**src/rtl/matrix_mult_ctrl_if.sv**
```systemverilog
// SRAM port bundle for the weight, input, partial-sum and output buffers,
// plus the strobes exchanged with the systolic array.
interface matrix_mult_ctrl_if #(
    parameter int W_SIZE = 512,
    parameter int I_SIZE = 512,
    parameter int O_SIZE = 512
);
    logic                      wb_mem_cenb_o;
    logic                      wb_mem_wenb_o;
    logic [$clog2(W_SIZE)-1:0] wb_mem_addr_o;
    logic                      ib_mem_cenb_o;
    logic                      ib_mem_wenb_o;
    logic [$clog2(I_SIZE)-1:0] ib_mem_addr_o;
    logic                      ps_mem_cenb_o;
    logic                      ps_mem_wenb_o;
    logic [$clog2(W_SIZE)-1:0] ps_mem_addr_o;
    logic                      ob_mem_cenb_o;
    logic                      ob_mem_wenb_o;
    logic [$clog2(O_SIZE)-1:0] ob_mem_addr_o;
    logic                      sa_weight_en_o;
    logic                      sa_valid_o;
    logic                      sa_result_valid_i;

    modport master (
        output wb_mem_cenb_o, wb_mem_wenb_o, wb_mem_addr_o,
        output ib_mem_cenb_o, ib_mem_wenb_o, ib_mem_addr_o,
        output ps_mem_cenb_o, ps_mem_wenb_o, ps_mem_addr_o,
        output ob_mem_cenb_o, ob_mem_wenb_o, ob_mem_addr_o,
        output sa_weight_en_o, sa_valid_o,
        input  sa_result_valid_i
    );

    modport slave (
        input  wb_mem_cenb_o, wb_mem_wenb_o, wb_mem_addr_o,
        input  ib_mem_cenb_o, ib_mem_wenb_o, ib_mem_addr_o,
        input  ps_mem_cenb_o, ps_mem_wenb_o, ps_mem_addr_o,
        input  ob_mem_cenb_o, ob_mem_wenb_o, ob_mem_addr_o,
        input  sa_weight_en_o, sa_valid_o,
        output sa_result_valid_i
    );
endinterface

```
**src/rtl/matrix_mult_ctrl.sv**
```systemverilog
// Sequencer for the ROW x COL systolic array: loads weights, streams input
// vectors (with optional partial sums) and writes results to the output buffer.
module matrix_mult_ctrl #(
    parameter int ROW    = 4,
    parameter int COL    = 4,
    parameter int W_SIZE = 512,
    parameter int I_SIZE = 512,
    parameter int O_SIZE = 512
) (
    input  logic                      clk_i,
    input  logic                      rstn_i,
    input  logic                      start_i,
    input  logic                      ext_en_i,
    input  logic [$clog2(I_SIZE):0]   num_vec_i,
    input  logic [$clog2(W_SIZE)-1:0] w_base_i,
    input  logic [$clog2(I_SIZE)-1:0] i_base_i,
    input  logic [$clog2(W_SIZE)-1:0] ps_base_i,
    input  logic [$clog2(O_SIZE)-1:0] o_base_i,
    input  logic                      ps_en_i,
    matrix_mult_ctrl_if.master        mem,
    output logic                      busy_o,
    output logic                      done_o
);
    localparam int WA_W  = $clog2(W_SIZE);
    localparam int IA_W  = $clog2(I_SIZE);
    localparam int OA_W  = $clog2(O_SIZE);
    localparam int CNT_W = IA_W + 1;
    localparam logic [CNT_W-1:0] ONE      = CNT_W'(1);
    localparam logic [CNT_W-1:0] ROW_LAST = CNT_W'(ROW - 1);

    // The shared read counter must be able to hold ROW-1 as well as M-1.
    if (ROW < 1 || COL < 1 || ROW > I_SIZE) begin : g_bad_geometry
        $error("matrix_mult_ctrl: ROW and COL must be positive and ROW must not exceed I_SIZE");
    end

    typedef enum logic [1:0] {IDLE, LOAD_W, STREAM, DRAIN} state_t;

    state_t            state, state_nxt;
    logic              start_q;
    logic              start_pulse;
    logic              ob_wr;
    logic              drain_done;
    logic [CNT_W-1:0]  cnt, cnt_nxt;
    logic [CNT_W-1:0]  out_cnt;

    logic [CNT_W-1:0]  num_vec_q;
    logic [WA_W-1:0]   w_base_q;
    logic [IA_W-1:0]   i_base_q;
    logic [WA_W-1:0]   ps_base_q;
    logic [OA_W-1:0]   o_base_q;
    logic              ps_en_q;

    assign start_pulse = start_i & ~start_q & ~ext_en_i & (state == IDLE);
    assign ob_wr       = mem.sa_result_valid_i & (state != IDLE) & (out_cnt < num_vec_q);
    assign drain_done  = (state == DRAIN) && (out_cnt == num_vec_q);

    assign mem.wb_mem_wenb_o = 1'b1;
    assign mem.ib_mem_wenb_o = 1'b1;
    assign mem.ps_mem_wenb_o = 1'b1;

    // Run configuration is only meaningful once a start has been accepted.
    always_ff @(posedge clk_i) begin
        if (start_pulse) begin
            num_vec_q <= num_vec_i;
            w_base_q  <= w_base_i;
            i_base_q  <= i_base_i;
            ps_base_q <= ps_base_i;
            o_base_q  <= o_base_i;
            ps_en_q   <= ps_en_i;
        end
    end

    always_ff @(posedge clk_i or negedge rstn_i) begin
        if (!rstn_i) begin
            state              <= IDLE;
            start_q            <= 1'b0;
            cnt                <= '0;
            out_cnt            <= '0;
            mem.sa_weight_en_o <= 1'b0;
            mem.sa_valid_o     <= 1'b0;
            busy_o             <= 1'b0;
            done_o             <= 1'b1;
        end else begin
            state              <= state_nxt;
            start_q            <= start_i;
            mem.sa_weight_en_o <= (state == LOAD_W);
            mem.sa_valid_o     <= (state == STREAM);
            if (start_pulse) begin
                cnt     <= '0;
                out_cnt <= '0;
                busy_o  <= 1'b1;
                done_o  <= 1'b0;
            end else begin
                cnt <= cnt_nxt;
                if (ob_wr) out_cnt <= out_cnt + ONE;
            end
            if (drain_done) begin
                busy_o <= 1'b0;
                done_o <= 1'b1;
            end
        end
    end

    always_comb begin
        state_nxt         = state;
        cnt_nxt           = cnt;
        mem.wb_mem_cenb_o = 1'b1;
        mem.wb_mem_addr_o = '0;
        mem.ib_mem_cenb_o = 1'b1;
        mem.ib_mem_addr_o = '0;
        mem.ps_mem_cenb_o = 1'b1;
        mem.ps_mem_addr_o = '0;
        mem.ob_mem_cenb_o = 1'b1;
        mem.ob_mem_wenb_o = 1'b1;
        mem.ob_mem_addr_o = '0;
        case (state)
            IDLE: begin
                if (start_pulse) state_nxt = LOAD_W;
            end
            LOAD_W: begin
                mem.wb_mem_cenb_o = 1'b0;
                mem.wb_mem_addr_o = WA_W'(w_base_q + cnt);
                if (cnt == ROW_LAST) begin
                    cnt_nxt   = '0;
                    // An empty vector list skips streaming entirely.
                    state_nxt = (num_vec_q == '0) ? DRAIN : STREAM;
                end else begin
                    cnt_nxt = cnt + ONE;
                end
            end
            STREAM: begin
                mem.ib_mem_cenb_o = 1'b0;
                mem.ib_mem_addr_o = IA_W'(i_base_q + cnt);
                if (ps_en_q) begin
                    mem.ps_mem_cenb_o = 1'b0;
                    mem.ps_mem_addr_o = WA_W'(ps_base_q + cnt);
                end
                if (cnt == num_vec_q - ONE) begin
                    cnt_nxt   = '0;
                    state_nxt = DRAIN;
                end else begin
                    cnt_nxt = cnt + ONE;
                end
            end
            DRAIN: begin
                if (drain_done) state_nxt = IDLE;
            end
            default: state_nxt = IDLE;
        endcase
        // Result writes go straight through in the cycle the array flags them.
        if (ob_wr) begin
            mem.ob_mem_cenb_o = 1'b0;
            mem.ob_mem_wenb_o = 1'b0;
            mem.ob_mem_addr_o = OA_W'(o_base_q + out_cnt);
        end
    end
endmodule
```
**src/flat_wrapper.sv**
```systemverilog
// flat-port wrapper written by rule: the top's interface ports become plain ports
module matrix_mult_ctrl_flat 
#(
    parameter int ROW    = 4,
    parameter int COL    = 4,
    parameter int W_SIZE = 512,
    parameter int I_SIZE = 512,
    parameter int O_SIZE = 512
)
  (clk_i, rstn_i, start_i, ext_en_i, num_vec_i, w_base_i, i_base_i, ps_base_i, o_base_i, ps_en_i, busy_o, done_o, mem_wb_mem_cenb_o, mem_wb_mem_wenb_o, mem_wb_mem_addr_o, mem_ib_mem_cenb_o, mem_ib_mem_wenb_o, mem_ib_mem_addr_o, mem_ps_mem_cenb_o, mem_ps_mem_wenb_o, mem_ps_mem_addr_o, mem_ob_mem_cenb_o, mem_ob_mem_wenb_o, mem_ob_mem_addr_o, mem_sa_weight_en_o, mem_sa_valid_o, mem_sa_result_valid_i);
  matrix_mult_ctrl_if #(.W_SIZE(W_SIZE), .I_SIZE(I_SIZE), .O_SIZE(O_SIZE)) mem_i ();
  input  logic clk_i;
  input  logic rstn_i;
  input  logic start_i;
  input  logic ext_en_i;
  input  logic [$clog2(I_SIZE):0] num_vec_i;
  input  logic [$clog2(W_SIZE)-1:0] w_base_i;
  input  logic [$clog2(I_SIZE)-1:0] i_base_i;
  input  logic [$clog2(W_SIZE)-1:0] ps_base_i;
  input  logic [$clog2(O_SIZE)-1:0] o_base_i;
  input  logic ps_en_i;
  output logic busy_o;
  output logic done_o;
  output wire logic [$bits(mem_i.wb_mem_cenb_o)-1:0] mem_wb_mem_cenb_o;
  output wire logic [$bits(mem_i.wb_mem_wenb_o)-1:0] mem_wb_mem_wenb_o;
  output wire logic [$bits(mem_i.wb_mem_addr_o)-1:0] mem_wb_mem_addr_o;
  output wire logic [$bits(mem_i.ib_mem_cenb_o)-1:0] mem_ib_mem_cenb_o;
  output wire logic [$bits(mem_i.ib_mem_wenb_o)-1:0] mem_ib_mem_wenb_o;
  output wire logic [$bits(mem_i.ib_mem_addr_o)-1:0] mem_ib_mem_addr_o;
  output wire logic [$bits(mem_i.ps_mem_cenb_o)-1:0] mem_ps_mem_cenb_o;
  output wire logic [$bits(mem_i.ps_mem_wenb_o)-1:0] mem_ps_mem_wenb_o;
  output wire logic [$bits(mem_i.ps_mem_addr_o)-1:0] mem_ps_mem_addr_o;
  output wire logic [$bits(mem_i.ob_mem_cenb_o)-1:0] mem_ob_mem_cenb_o;
  output wire logic [$bits(mem_i.ob_mem_wenb_o)-1:0] mem_ob_mem_wenb_o;
  output wire logic [$bits(mem_i.ob_mem_addr_o)-1:0] mem_ob_mem_addr_o;
  output wire logic [$bits(mem_i.sa_weight_en_o)-1:0] mem_sa_weight_en_o;
  output wire logic [$bits(mem_i.sa_valid_o)-1:0] mem_sa_valid_o;
  input wire logic [$bits(mem_i.sa_result_valid_i)-1:0] mem_sa_result_valid_i;
  assign mem_wb_mem_cenb_o = mem_i.wb_mem_cenb_o;
  assign mem_wb_mem_wenb_o = mem_i.wb_mem_wenb_o;
  assign mem_wb_mem_addr_o = mem_i.wb_mem_addr_o;
  assign mem_ib_mem_cenb_o = mem_i.ib_mem_cenb_o;
  assign mem_ib_mem_wenb_o = mem_i.ib_mem_wenb_o;
  assign mem_ib_mem_addr_o = mem_i.ib_mem_addr_o;
  assign mem_ps_mem_cenb_o = mem_i.ps_mem_cenb_o;
  assign mem_ps_mem_wenb_o = mem_i.ps_mem_wenb_o;
  assign mem_ps_mem_addr_o = mem_i.ps_mem_addr_o;
  assign mem_ob_mem_cenb_o = mem_i.ob_mem_cenb_o;
  assign mem_ob_mem_wenb_o = mem_i.ob_mem_wenb_o;
  assign mem_ob_mem_addr_o = mem_i.ob_mem_addr_o;
  assign mem_sa_weight_en_o = mem_i.sa_weight_en_o;
  assign mem_sa_valid_o = mem_i.sa_valid_o;
  assign mem_i.sa_result_valid_i = mem_sa_result_valid_i;
  matrix_mult_ctrl #(.ROW(ROW), .COL(COL), .W_SIZE(W_SIZE), .I_SIZE(I_SIZE), .O_SIZE(O_SIZE)) u_core (.clk_i(clk_i), .rstn_i(rstn_i), .start_i(start_i), .ext_en_i(ext_en_i), .num_vec_i(num_vec_i), .w_base_i(w_base_i), .i_base_i(i_base_i), .ps_base_i(ps_base_i), .o_base_i(o_base_i), .ps_en_i(ps_en_i), .mem(mem_i), .busy_o(busy_o), .done_o(done_o));
endmodule
```
**config.mk**
```make
export PLATFORM = sky130hd
export DESIGN_NAME = matrix_mult_ctrl_flat
export DESIGN_NICKNAME = d
export VERILOG_FILES = /design/src/rtl/matrix_mult_ctrl_if.sv /design/src/rtl/matrix_mult_ctrl.sv /design/src/flat_wrapper.sv
export SDC_FILE = /design/constraint.sdc
export NUM_CORES = 1
export LEC_CHECK = 0
export ABC_AREA = 1
export BUFFER_PORTS_ARGS = -buffer_cell sky130_fd_sc_hd__buf_4
export CORE_ASPECT_RATIO = 0.8
export CORE_UTILIZATION = 60
export DETAILED_ROUTE_END_ITERATION = 8
export GPL_TIMING_DRIVEN = 1
export PLACE_DENSITY_LB_ADDON = 0.05
export REMOVE_ABC_BUFFERS = 1
export SLEW_MARGIN = 15
export SYNTH_ARGS = -nofsm -noshare
export SYNTH_HDL_FRONTEND = slang
export SYNTH_SLANG_ARGS = --single-unit
```
**constraint.sdc**
```tcl
create_clock -name clk_i -period 4.7 [get_ports clk_i]
set_clock_uncertainty 0.15 [all_clocks]
set_input_delay 0.94 -clock clk_i [delete_from_list [all_inputs] [get_ports clk_i]]
set_output_delay 0.94 -clock clk_i [all_outputs]
set_load 0.02 [all_outputs]
```
==> run summary <==
Clk slew on worst S/H paths = 80 ps
Post-synthesis cell count = 589
Root Buffer = clkbuf_8
Total of fill cells in the finished design = 598
Rel. slew slack = 53.9%
Crit path required time = 3610 ps
Iter 0 DRT Violations = 235
Vias = 4,366
Cts repair resizes = 0
Fraction of layout cells with a size suffix above 1 = 20.3%
Reg2Reg Depth = 11
Fmax = 0.267 GHz
Final nets = 794
Pin count of the biggest net entering global routing = 41
Adder-cell share of the synthesized area = 13.7%
First-pass GRT wire length = 18,900 um
Commonest cells in the netlist = nand2_1 (116), inv_1 (71), ha_1 (49)
Initial antenna violation count = 0
CP Class = reg2out
CTS tree = built
H-Tree Depth = 3
Ys flop type = edfxtp_1
Flops & latches, synth = 74
Final setup violation count = 0
Layout area overhead = 20.2%
Final Cycle Share = 79.8%
DR vias/cell = 5.44
Critical Path Source Type = register
IO Count = 100
Number of synthesized flops with an enable pin = 47
Post-synth top area share = 27.9%
Max-Cap Viols = 0
Hold crit path type = in2async
Row count = 29
RSZ-0062 raised after global routing = false
Leakage = 0.00297 uW
Routability Congestion = 0.907
Port Buffers = 96
CTS Buffer Depth = 2
Min cycle time layout = 3750 ps
Synthesized area per cell = 8.59 sq um
Post-Route WL = 11,500 um
Final setup margin = 951 ps
Power Dens Cells = 431 nW/um^2
Vias in the first global route = 3,962
Setup_tns = 0 ps
Top cells by area, synth = edfxtp_1 (28%), dfrtp_1 (13%), ha_1 (12%), nand2_1 (8.6%), inv_1 (5.3%)
Final Slew Violations = 0
CTS Sinks = 74
GRT Total Usage = 27.6%
Area of placed instances = 5880 sq um
Post-synthesis compound-gate area fraction = 9.94%
Pre-CTS setup slack = 1340 ps
Outcome = complete, no violations
Placeable Area = 8060 sq um
Total gr overflow = 0
Post-synthesis mux area share = 0%
Starting density of the core = 62.8%
Post-Layout Inst Area = 6080 sq um
Antenna viol nets, final = 0
Clock buffer count from CTS = 9
Main combinational cell family by area after synthesis = simple AND/OR/NAND/NOR gates
Post-synthesis simple-gate area fraction = 22.7%
Mapped Area = 5060 sq um
Worst-path fanout max = 4
Pre-Repair DR Iteration Count = 5
Measured slew at the worst slew-check pin = 691 ps
Most frequent cell after synthesis = nand2_1
Die Wd = 105 um
Yosys warning count = 0
Die H = 84.1 um
Synth area leader = edfxtp_1
Async SR Flop Fraction = 36.5%
Final hold vios = 0
Setup bufs post-CTS = 0
Post-synth cell types = 44
Antenna Cells = 0
XOR/XNOR share of the synthesized area = 5.02%
Sequential share of the synthesized area = 41.3%
Routed wire per std cell = 14.4 um
DRC = 0
Post-detail-place hpwl = 8770 um
Clock latency on the worst-skew pair = 360 ps
Kind of end point of the critical path = output port
Total Die Area = 8810 sq um
CP Data Arrival Time = 2660 ps
CTS Hold Bufs = 0
Peak supply drop = 0.324 mV
## path summary, 6_finish.rpt
path,start,to,slack [ps]
min,rstn_i,u_core.cnt[5],340
max reg2reg,u_core.out_cnt[1],u_core.out_cnt[0],1920
max in group asynchronous,rstn_i,u_core.done_o,3730
min in group clk_i,u_core.state[1],u_core.state[1],410
max,u_core.out_cnt[0],mem_ob_mem_addr_o[6],950
min reg2reg,u_core.state[1],u_core.state[1],410
## critical path, cell delays in order, from the launching register on
cell	delay (ps)
dfrtp_1	430
ha_1	230
fa_1	400
nand2_1	100
inv_2	40
o21ai_1	140
a21boi_1	90
or2_2	280
a21oi_1	190
xor2_1	160
nor2_1	50
buf_4	180
## layout make-up
| cell class | instances | area [sq um] | area share [%] |
|---|---|---|---|
| Timing Repair Buffer | 98 | 736 | 12.1 |
| Clock inverter | 7 | 83.8 | 1.38 |
| Tap cell | 108 | 135 | 2.22 |
| Inverter | 81 | 304 | 5.00 |
| Multi-Input combinational cell | 425 | 2610 | 42.9 |
| Clock buffer | 9 | 124 | 2.04 |
| Sequential cell | 74 | 2090 | 34.3 |
## flip-flops by register name, summed over array words and instances, names as in the netlist
name                       flops
u_core.busy_o                  1
u_core.cnt                    10
u_core.done_o                  1
u_core.i_base_q                9
u_core.mem.sa_valid_o          1
u_core.mem.sa_weight_en_o      1
u_core.num_vec_q              10
u_core.o_base_q                9
u_core.out_cnt                10
u_core.ps_base_q               9
u_core.ps_en_q                 1
u_core.start_q                 1
u_core.state                   2
u_core.w_base_q                9
## placed cells by master (no fill, tap or decap), types with 2 or more instances in the layout
cell and instances:
a211oi_1 4, a21oi_1 39, buf_4 98, bufinv_16 2
clkbuf_8 9, clkinv_1 3, conb_1 3, dfrtp_1 26
edfxtp_1 47, fa_1 4, ha_1 49, inv_1 71
inv_2 10, nand2_1 116, nand2_2 2, nand2_4 2
nand3_1 43, nand3_2 2, nand4_1 7, nor2_1 47
nor2_2 6, nor3_1 15, nor3b_1 5, nor4_1 3
o211ai_1 2, o21ai_0 21, o21ai_1 4, o21ai_2 2
o311ai_0 2, o31ai_1 5, or2_2 2, xnor2_1 10
xor2_1 19
## stage by stage
stage	std cells	total power, uW	hold slack (ps)	util [%]
finish	802	2620	345	75.5
global route	802	2810	360	75.5
CTS	802	2630	347	75.5
detailed placement	786	2100	389	72.9
global placement	786	2050	388	72.9
floorplan	580	1680	353	-
## cell families after synthesis
| kind of cell | after synthesis |
|---|---|
| flops | 74 |
| buf+inv | 92 |
| other cells | 1 |
| simple gates | 254 |
| compound gates | 86 |
| fa+ha+maj | 53 |
| xor+xnor | 29 |
## power by group
group	internal, uW	switching (uW)	total [uW]
clock network	292	232	524
logic	462	755	1220
registers	776	106	882
## per-layer routing
layer  vias up  GRT usage [%]  part of all wire, %
met3         9           6.13                  7.1
met4         0           6.40                 0.88
li1       2177              -                    -
met1      2030           40.0                   47
met2       150           42.7                   45
met5         -              0                    0
Note: power is estimated with default switching activity, not from simulation.
